File: src/rtl/pipelined_dadda_mac.sv
// Pipelined unsigned multiply-accumulate: half-width partial products, recombination, dot-product accumulation.
// Optional macro MAC_SAT_EN: clamp the accumulator and result to all-ones on overflow instead of wrapping.
module pipelined_dadda_mac #(
    parameter int WIDTH     = 16,
    parameter int ACC_WIDTH = 2*WIDTH+8
) (
    input  logic                 clk,
    input  logic                 rst,
    input  logic                 in_valid,
    output logic                 in_ready,
    input  logic [WIDTH-1:0]     in_a,
    input  logic [WIDTH-1:0]     in_b,
    input  logic                 in_last,
    output logic                 out_valid,
    input  logic                 out_ready,
    output logic [ACC_WIDTH-1:0] out_acc,
    output logic [15:0]          out_count,
    output logic                 out_ovf
);
    localparam int H = WIDTH/2;

    // Handshake: a term moves in on in_valid && in_ready, a result moves out on out_valid && out_ready.
    logic w_stall;
    logic r_out_valid;
    assign w_stall   = r_out_valid && !out_ready;
    assign in_ready  = !rst && !w_stall;
    assign out_valid = r_out_valid;

    // S1: operand registers
    logic             r_v1, r_last1;
    logic [WIDTH-1:0] r_a1, r_b1;
    always_ff @(posedge clk) begin
        if (rst) begin
            r_v1 <= 1'b0;
        end else if (!w_stall) begin
            r_v1    <= in_valid && in_ready;
            r_a1    <= in_a;
            r_b1    <= in_b;
            r_last1 <= in_last;
        end
    end

    // S2: four half-width partial products, operands zero-extended so each product is exact at 2H bits
    logic [2*H-1:0] w_al, w_ah, w_bl, w_bh;
    assign w_al = {{H{1'b0}}, r_a1[H-1:0]};
    assign w_ah = {{H{1'b0}}, r_a1[WIDTH-1:H]};
    assign w_bl = {{H{1'b0}}, r_b1[H-1:0]};
    assign w_bh = {{H{1'b0}}, r_b1[WIDTH-1:H]};

    logic           r_v2, r_last2;
    logic [2*H-1:0] r_pll, r_plh, r_phl, r_phh;
    always_ff @(posedge clk) begin
        if (rst) begin
            r_v2 <= 1'b0;
        end else if (!w_stall) begin
            r_v2    <= r_v1;
            r_last2 <= r_last1;
            r_pll   <= w_al * w_bl;
            r_plh   <= w_al * w_bh;
            r_phl   <= w_ah * w_bl;
            r_phh   <= w_ah * w_bh;
        end
    end

    // S3: recombined product registered, so a last term accepted at edge k lands at edge k+3
    logic [2*WIDTH-1:0] w_prod;
    assign w_prod = {r_phh, r_pll}
                  + {{H{1'b0}}, r_plh, {H{1'b0}}}
                  + {{H{1'b0}}, r_phl, {H{1'b0}}};

    logic               r_v3, r_last3;
    logic [2*WIDTH-1:0] r_prod;
    always_ff @(posedge clk) begin
        if (rst) begin
            r_v3 <= 1'b0;
        end else if (!w_stall) begin
            r_v3    <= r_v2;
            r_last3 <= r_last2;
            r_prod  <= w_prod;
        end
    end

    // Accumulation and output register
    logic [ACC_WIDTH-1:0] r_acc;
    logic [15:0]          r_cnt;
    logic                 r_ovf;
    logic [ACC_WIDTH:0]   w_sum;
    logic [ACC_WIDTH-1:0] w_acc_next;
    logic [15:0]          w_cnt_next;
    logic                 w_ovf_next;

    assign w_sum      = {1'b0, r_acc} + {{(ACC_WIDTH+1-2*WIDTH){1'b0}}, r_prod};
    assign w_ovf_next = r_ovf | w_sum[ACC_WIDTH];
    assign w_cnt_next = (r_cnt == 16'hFFFF) ? r_cnt : r_cnt + 16'd1;
`ifdef MAC_SAT_EN
    assign w_acc_next = w_ovf_next ? {ACC_WIDTH{1'b1}} : w_sum[ACC_WIDTH-1:0];
`else
    assign w_acc_next = w_sum[ACC_WIDTH-1:0];
`endif

    always_ff @(posedge clk) begin
        if (rst) begin
            r_acc       <= '0;
            r_cnt       <= '0;
            r_ovf       <= 1'b0;
            r_out_valid <= 1'b0;
            out_acc     <= '0;
            out_count   <= '0;
            out_ovf     <= 1'b0;
        end else if (!w_stall) begin
            // Not stalled means either nothing is held or it is being popped this edge
            r_out_valid <= 1'b0;
            if (r_v3) begin
                if (r_last3) begin
                    out_acc     <= w_acc_next;
                    out_count   <= w_cnt_next;
                    out_ovf     <= w_ovf_next;
                    r_out_valid <= 1'b1;
                    r_acc       <= '0;
                    r_cnt       <= '0;
                    r_ovf       <= 1'b0;
                end else begin
                    r_acc <= w_acc_next;
                    r_cnt <= w_cnt_next;
                    r_ovf <= w_ovf_next;
                end
            end
        end
    end
endmodule
File: config.mk
export PLATFORM = sky130hd
export DESIGN_NAME = pipelined_dadda_mac
export DESIGN_NICKNAME = d
export VERILOG_FILES = /design/src/rtl/pipelined_dadda_mac.sv
export SDC_FILE = /design/constraint.sdc
export NUM_CORES = 1
export LEC_CHECK = 0
export CAP_MARGIN = 30
export CELL_PAD_IN_SITES_DETAIL_PLACEMENT = 0
export CELL_PAD_IN_SITES_GLOBAL_PLACEMENT = 1
export CORE_ASPECT_RATIO = 0.9
export CORE_MARGIN = 2
export CORE_UTILIZATION = 52
export DETAILED_ROUTE_END_ITERATION = 7
export DONT_BUFFER_PORTS = 1
export MAX_ROUTING_LAYER = met4
export PLACE_DENSITY_LB_ADDON = 0.1
export SYNTH_ARGS = -nofsm -noshare
export SYNTH_HDL_FRONTEND = slang
export SYNTH_SLANG_ARGS = --single-unit
File: constraint.sdc
create_clock -name clk -period 12.2 [get_ports clk]
set_clock_uncertainty 0.15 [all_clocks]
set_input_delay 2.44 -clock clk [delete_from_list [all_inputs] [get_ports clk]]
set_output_delay 2.44 -clock clk [all_outputs]
set_load 0.02 [all_outputs]
==> reports/metrics.sh <==
P_INT_uW=2470
CELL_PWR_DENSITY_nW_PER_UM2=192.9
DRT_FIRST_PASS_ITERS=4
HOLD_WS_NS=0.2689
YOSYSUNIQUECELLTYPES=65
SYNTH_ENABLE_FLOP_CELLS=131
CLK_TRANSITION_REPORTED_PATHS_NS=0.06
POWER.SHARE.SWITCHING_PCT=38.96
DOMINANTREGCELLSYNTH='sky130_fd_sc_hd__edfxtp_1'
WORSTSETUPSTARTPOINTTYPE='primary input'
SETUP-VIOLATIONS-FINAL=0
POSTSYNTHCELLCOUNT=1979
CLK-INSERTION-DELAY-LATE_NS=0.58
BOUNDARYPINS=96
POSTSYNTHNETCOUNT=2371
CLOCK_TREE.BUFFER_DEPTH=3
POST-ROUTE-PERIOD-UTIL_PCT=47.10
CORE-AREA_UM2=37220
YS_SEQ_AREA_SHARE_PCT=32.07
FINAL_NET_COUNT=2333
DETAILEDPLACEMENTHPWL_UM=30990
GRT_PASS1_WL_UM=69260
SYNTH_XOR_XNOR_AREA_SHARE_PCT=4.862
PIN_COUNT_OF_THE_BIGGEST_NET_ENTERING_GLOBAL_ROUTING=132
DIE_W_UM=208.8
FINAL_COMMON_CELL='sky130_fd_sc_hd__inv_1'
NUMBER_OF_SINKS_ON_THE_CLOCK_NET=249
CLOCK_TREE.HTREE_LEVEL_COUNT=1
WORSTREG2REGEND='r_phl[15]$_DFFE_PP_'
PROPORTION_OF_REGISTER_BITS_WITH_ASYNCHRONOUS_SET_OR_RESET_AFTER_SYNTHESIS_PCT=0
FAMILY_WITH_THE_MOST_DELAY_ON_THE_WORST_PATH='simple AND/OR/NAND/NOR gates'
NUMBER_OF_ANTENNA_VIOLATIONS_AT_THE_FIRST_CHECK_IN_GLOBAL_ROUTING=0
ANTENNA_CELLS_INSERTED=0
DETAIL-ROUTE-ANTENNA-NETS=0
SEQCELLAREA_UM2=6296
POST_DRT_VIA_CELL_RATIO=5.503
HOLD_VIOLATIONS=0
MAX_CAP_VIOLATIONS=0
WORSTPATHMAXFANOUT=7
SHARE_OF_THE_SYNTHESIZED_AREA_IN_COMPOUND_GATES_AO_OA_AOI_OAI_PCT=12.51
NUM_ROWS=67
FINAL-INSTANCE-COUNT-EXCL-FILL=2446
ARRIVAL_NS=3.16
MAX_SLEW.WORST_PIN.SLEW_NS=0.9834
FLOORPLAN.DIE_AREA_UM2=39330
HOLD_CLASS='register to register'
DETAILED_ROUTE_DRC_ERROR_COUNT=0
MOST_FREQUENT_CELLS_IN_THE_LAYOUT='sky130_fd_sc_hd__inv_1 (236), sky130_fd_sc_hd__and2_1 (209), sky130_fd_sc_hd__ha_1 (193), sky130_fd_sc_hd__fa_1 (162), sky130_fd_sc_hd__nand2_1 (135)'
WORST_SLEW_MARGIN_PCT=34.20
CRIT_BUF_INV=0
SYN2LAYOUT_AREA_GROWTH_PCT=6.806
REGTOREGSETUPSLACK_NS=7.04
RSZ0062_AT_GRT='false'
TRITONCTS_CLOCK_TREE='built'
POST_CTS.REPAIR.SETUP_BUFFERS=0
POST-PLACE-CELLS=2394
SETUP_TNS_NS=0
MAXIMUM_IR_DROP_ON_THE_VDD_RAIL_uV=125.1
MULTI_INPUT_COMB_AREA_UM2=12180
NUMBER_OF_STAGES_ON_THE_WORST_HOLD_PATH=0
SYNTH_TOP_FAMILY_BY_AREA='adder cells'
WORST_HOLD_PATH_STARTPOINT='r_pll[4]$_DFFE_PP_'
STATIC_LEAKAGE_uW=0.009196
CTS.HOLD.BUFFERS_ADDED=0
SYNTH_ADDER_AREA_SHARE_PCT=28.82
GP_CONGESTION=0.8662
TOTAL_STANDARD_CELL_AREA_AFTER_SYNTHESIS_UM2=19630
CRITICAL_PATH.MAX_STAGE_DELAY_NS=0.45
TIMING.HOLD.WORST_ENDPOINT='r_prod[4]$_DFFE_PP_'
CRITPATHREQUIREDTIME_NS=9.61
NUMBER_OF_MAX_SLEW_VIOLATIONS_IN_THE_FINAL_REPORT=0
ROUTED_WL_UM=41820
FIRST_GLOBAL_VIAS=13514
MAX_STAGE_DELAY_CELL_WORST_PATH='sky130_fd_sc_hd__nor2b_4'
GLOBALROUTEOVERFLOWTOTAL=0
YOSYS_REGISTER_BITS=249
CELLS_ON_WORST_REG2REG_PATH=15
SEQUENTIALPOWERSHARE_PCT=31.1
WIRE_LENGTH_PER_CELL_AFTER_DETAILED_ROUTING_UM=17.10
CP-END-KIND='primary output'
MAX_FREQ_MHz=174.0
CRIT_PATH_KIND='primary input to primary output'
DRT_ITER0_DRC=582
FIN_CRIT_NS=5.746
NUMPORTBUFFERS=0
ROUTE.VIAS.TOTAL=13461
WORSTPATHCELLLIST='nand2b_1 -> nor2b_4'
FILLERS=3355
SYNTH_SIMPLE_GATE_AREA_SHARE_PCT=15.47
AVGSYNTHCELLAREA_UM2=9.921
SYNTH.AREA.MUX_SHARE_PCT=0.2549
POWER.SWITCHING_uW=1576
DRIVE_ABOVE_1_SHARE_PCT=3.515
CLOCK-ROOT-BUFFER='sky130_fd_sc_hd__clkbuf_16'
DIE_Y_UM=188.3
CTS-RESIZED-GATES=0
INITIAL_CORE_UTIL_PCT=52.75
YS_WARN_COUNT=0
STATUS='finished, final reports clean'
CLOCK_POWER_SHARE_PCT=20.9
REGTOREGSTARTPOINT='r_a1[9]$_DFFE_PP_'
CTS_INSERTED_BUFFERS=28
TRACK_USAGE_PCT=22.34
SHARE_COMB_OF_TOTAL_POWER_PCT=48.0
-- Yosys cell counts (all sizes together), types with 5 or more instances --
master	number	area, um^2
a211oi	7	52.55
a21boi	8	60.06
a21o	29	217.7
a21oi	84	424.2
a22o	46	402.9
a22oi	25	187.7
a311oi	5	56.31
a31oi	14	117.6
and2	210	1314
and3	9	56.30
buf	9	43.79
clkbuf	67	252.7
dfxtp	118	2362
edfxtp	131	3934
fa	162	3243
ha	193	2415
inv	236	885.9
mux2i	5	50.05
nand2	135	506.7
nand2b	7	43.79
nand3	26	130.1
nand4	21	131.4
nor2	112	420.4
nor2b	21	131.4
nor3	25	135.1
o211ai	6	45.04
o21a	8	60.06
o21ai	80	400.4
o21bai	5	37.54
or2	8	50.05
or3	14	87.58
xnor2	84	735.7
xor2	25	219.0
-- state kept, by name, indices dropped and copies added (netlist names) --
signal / cells
out_acc: 40
out_count: 16
out_ovf: 1
out_valid: 1
r_a1: 16
r_acc: 40
r_b1: 16
r_cnt: 16
r_last1: 1
r_last2: 1
r_last3: 1
r_ovf: 1
r_phh: 16
r_phl: 16
r_plh: 16
r_pll: 16
r_prod: 32
r_v1: 1
r_v2: 1
r_v3: 1
-- stage by stage --
stage	utilization (%)	setup WS (ns)	total power [uW]	instance area, um^2
after floorplan	-	0.7656	2767	19630
after global placement	53.82	6.429	3180	20030
after detailed placement	53.85	6.422	3208	20040
after CTS	56.34	6.421	4082	20970
after global routing	56.34	6.402	4402	20970
final	56.34	6.454	4046	20970
-- per-layer routing --
metal,share of wire [%],GRT usage [%],vias up
met2,47,36.31,230
met1,47,30.00,6561
met3,4.1,3.083,61
li1,-,-,6609
met4,2.3,4.890,0
met5,0,-,-
-- cells by family after synthesis --
| kind of cell | Yosys count |
|---|---|
| AND/OR/NAND/NOR | 592 |
| AO/OA/AOI/OAI | 357 |
| adder cells (fa/ha/maj) | 355 |
| XOR/XNOR | 109 |
| buffers and inverters | 312 |
| multiplexers | 5 |
| flip-flops | 249 |
-- power groups by stage --
stage	clock network [uW]	logic (uW)	registers (uW)
global placement	0	1900	1280
finish	847	1940	1260
detailed placement	0	1930	1280
CTS	872	1950	1260
floorplan	0	1550	1220
global route	901	2230	1270
-- area by class of cell --
class / count / share of cell area, %
Clock inverter: 19 / 0.9487
Sequential cell: 249 / 30.02
Timing Repair Buffer: 8 / 0.3640
Multi-Input combinational cell: 1418 / 58.08
Inverter: 236 / 4.224
Tap cell: 483 / 2.882
Clock buffer: 33 / 3.479
-- worst max path at each step --
stage          startpoint        to  slack, ns  cells after the start
6_report        out_ready  in_ready       6.45                      2
5_1_grt         out_ready  in_ready       6.40                      2
4_1_cts         out_ready  in_ready       6.42                      2
3_5_place_dp    out_ready  in_ready       6.42                      2
3_3_place_gp    out_ready  in_ready       6.43                      2
2_1_floorplan   out_ready  in_ready       0.77                      3
Note: power is estimated with default switching activity, not from simulation.
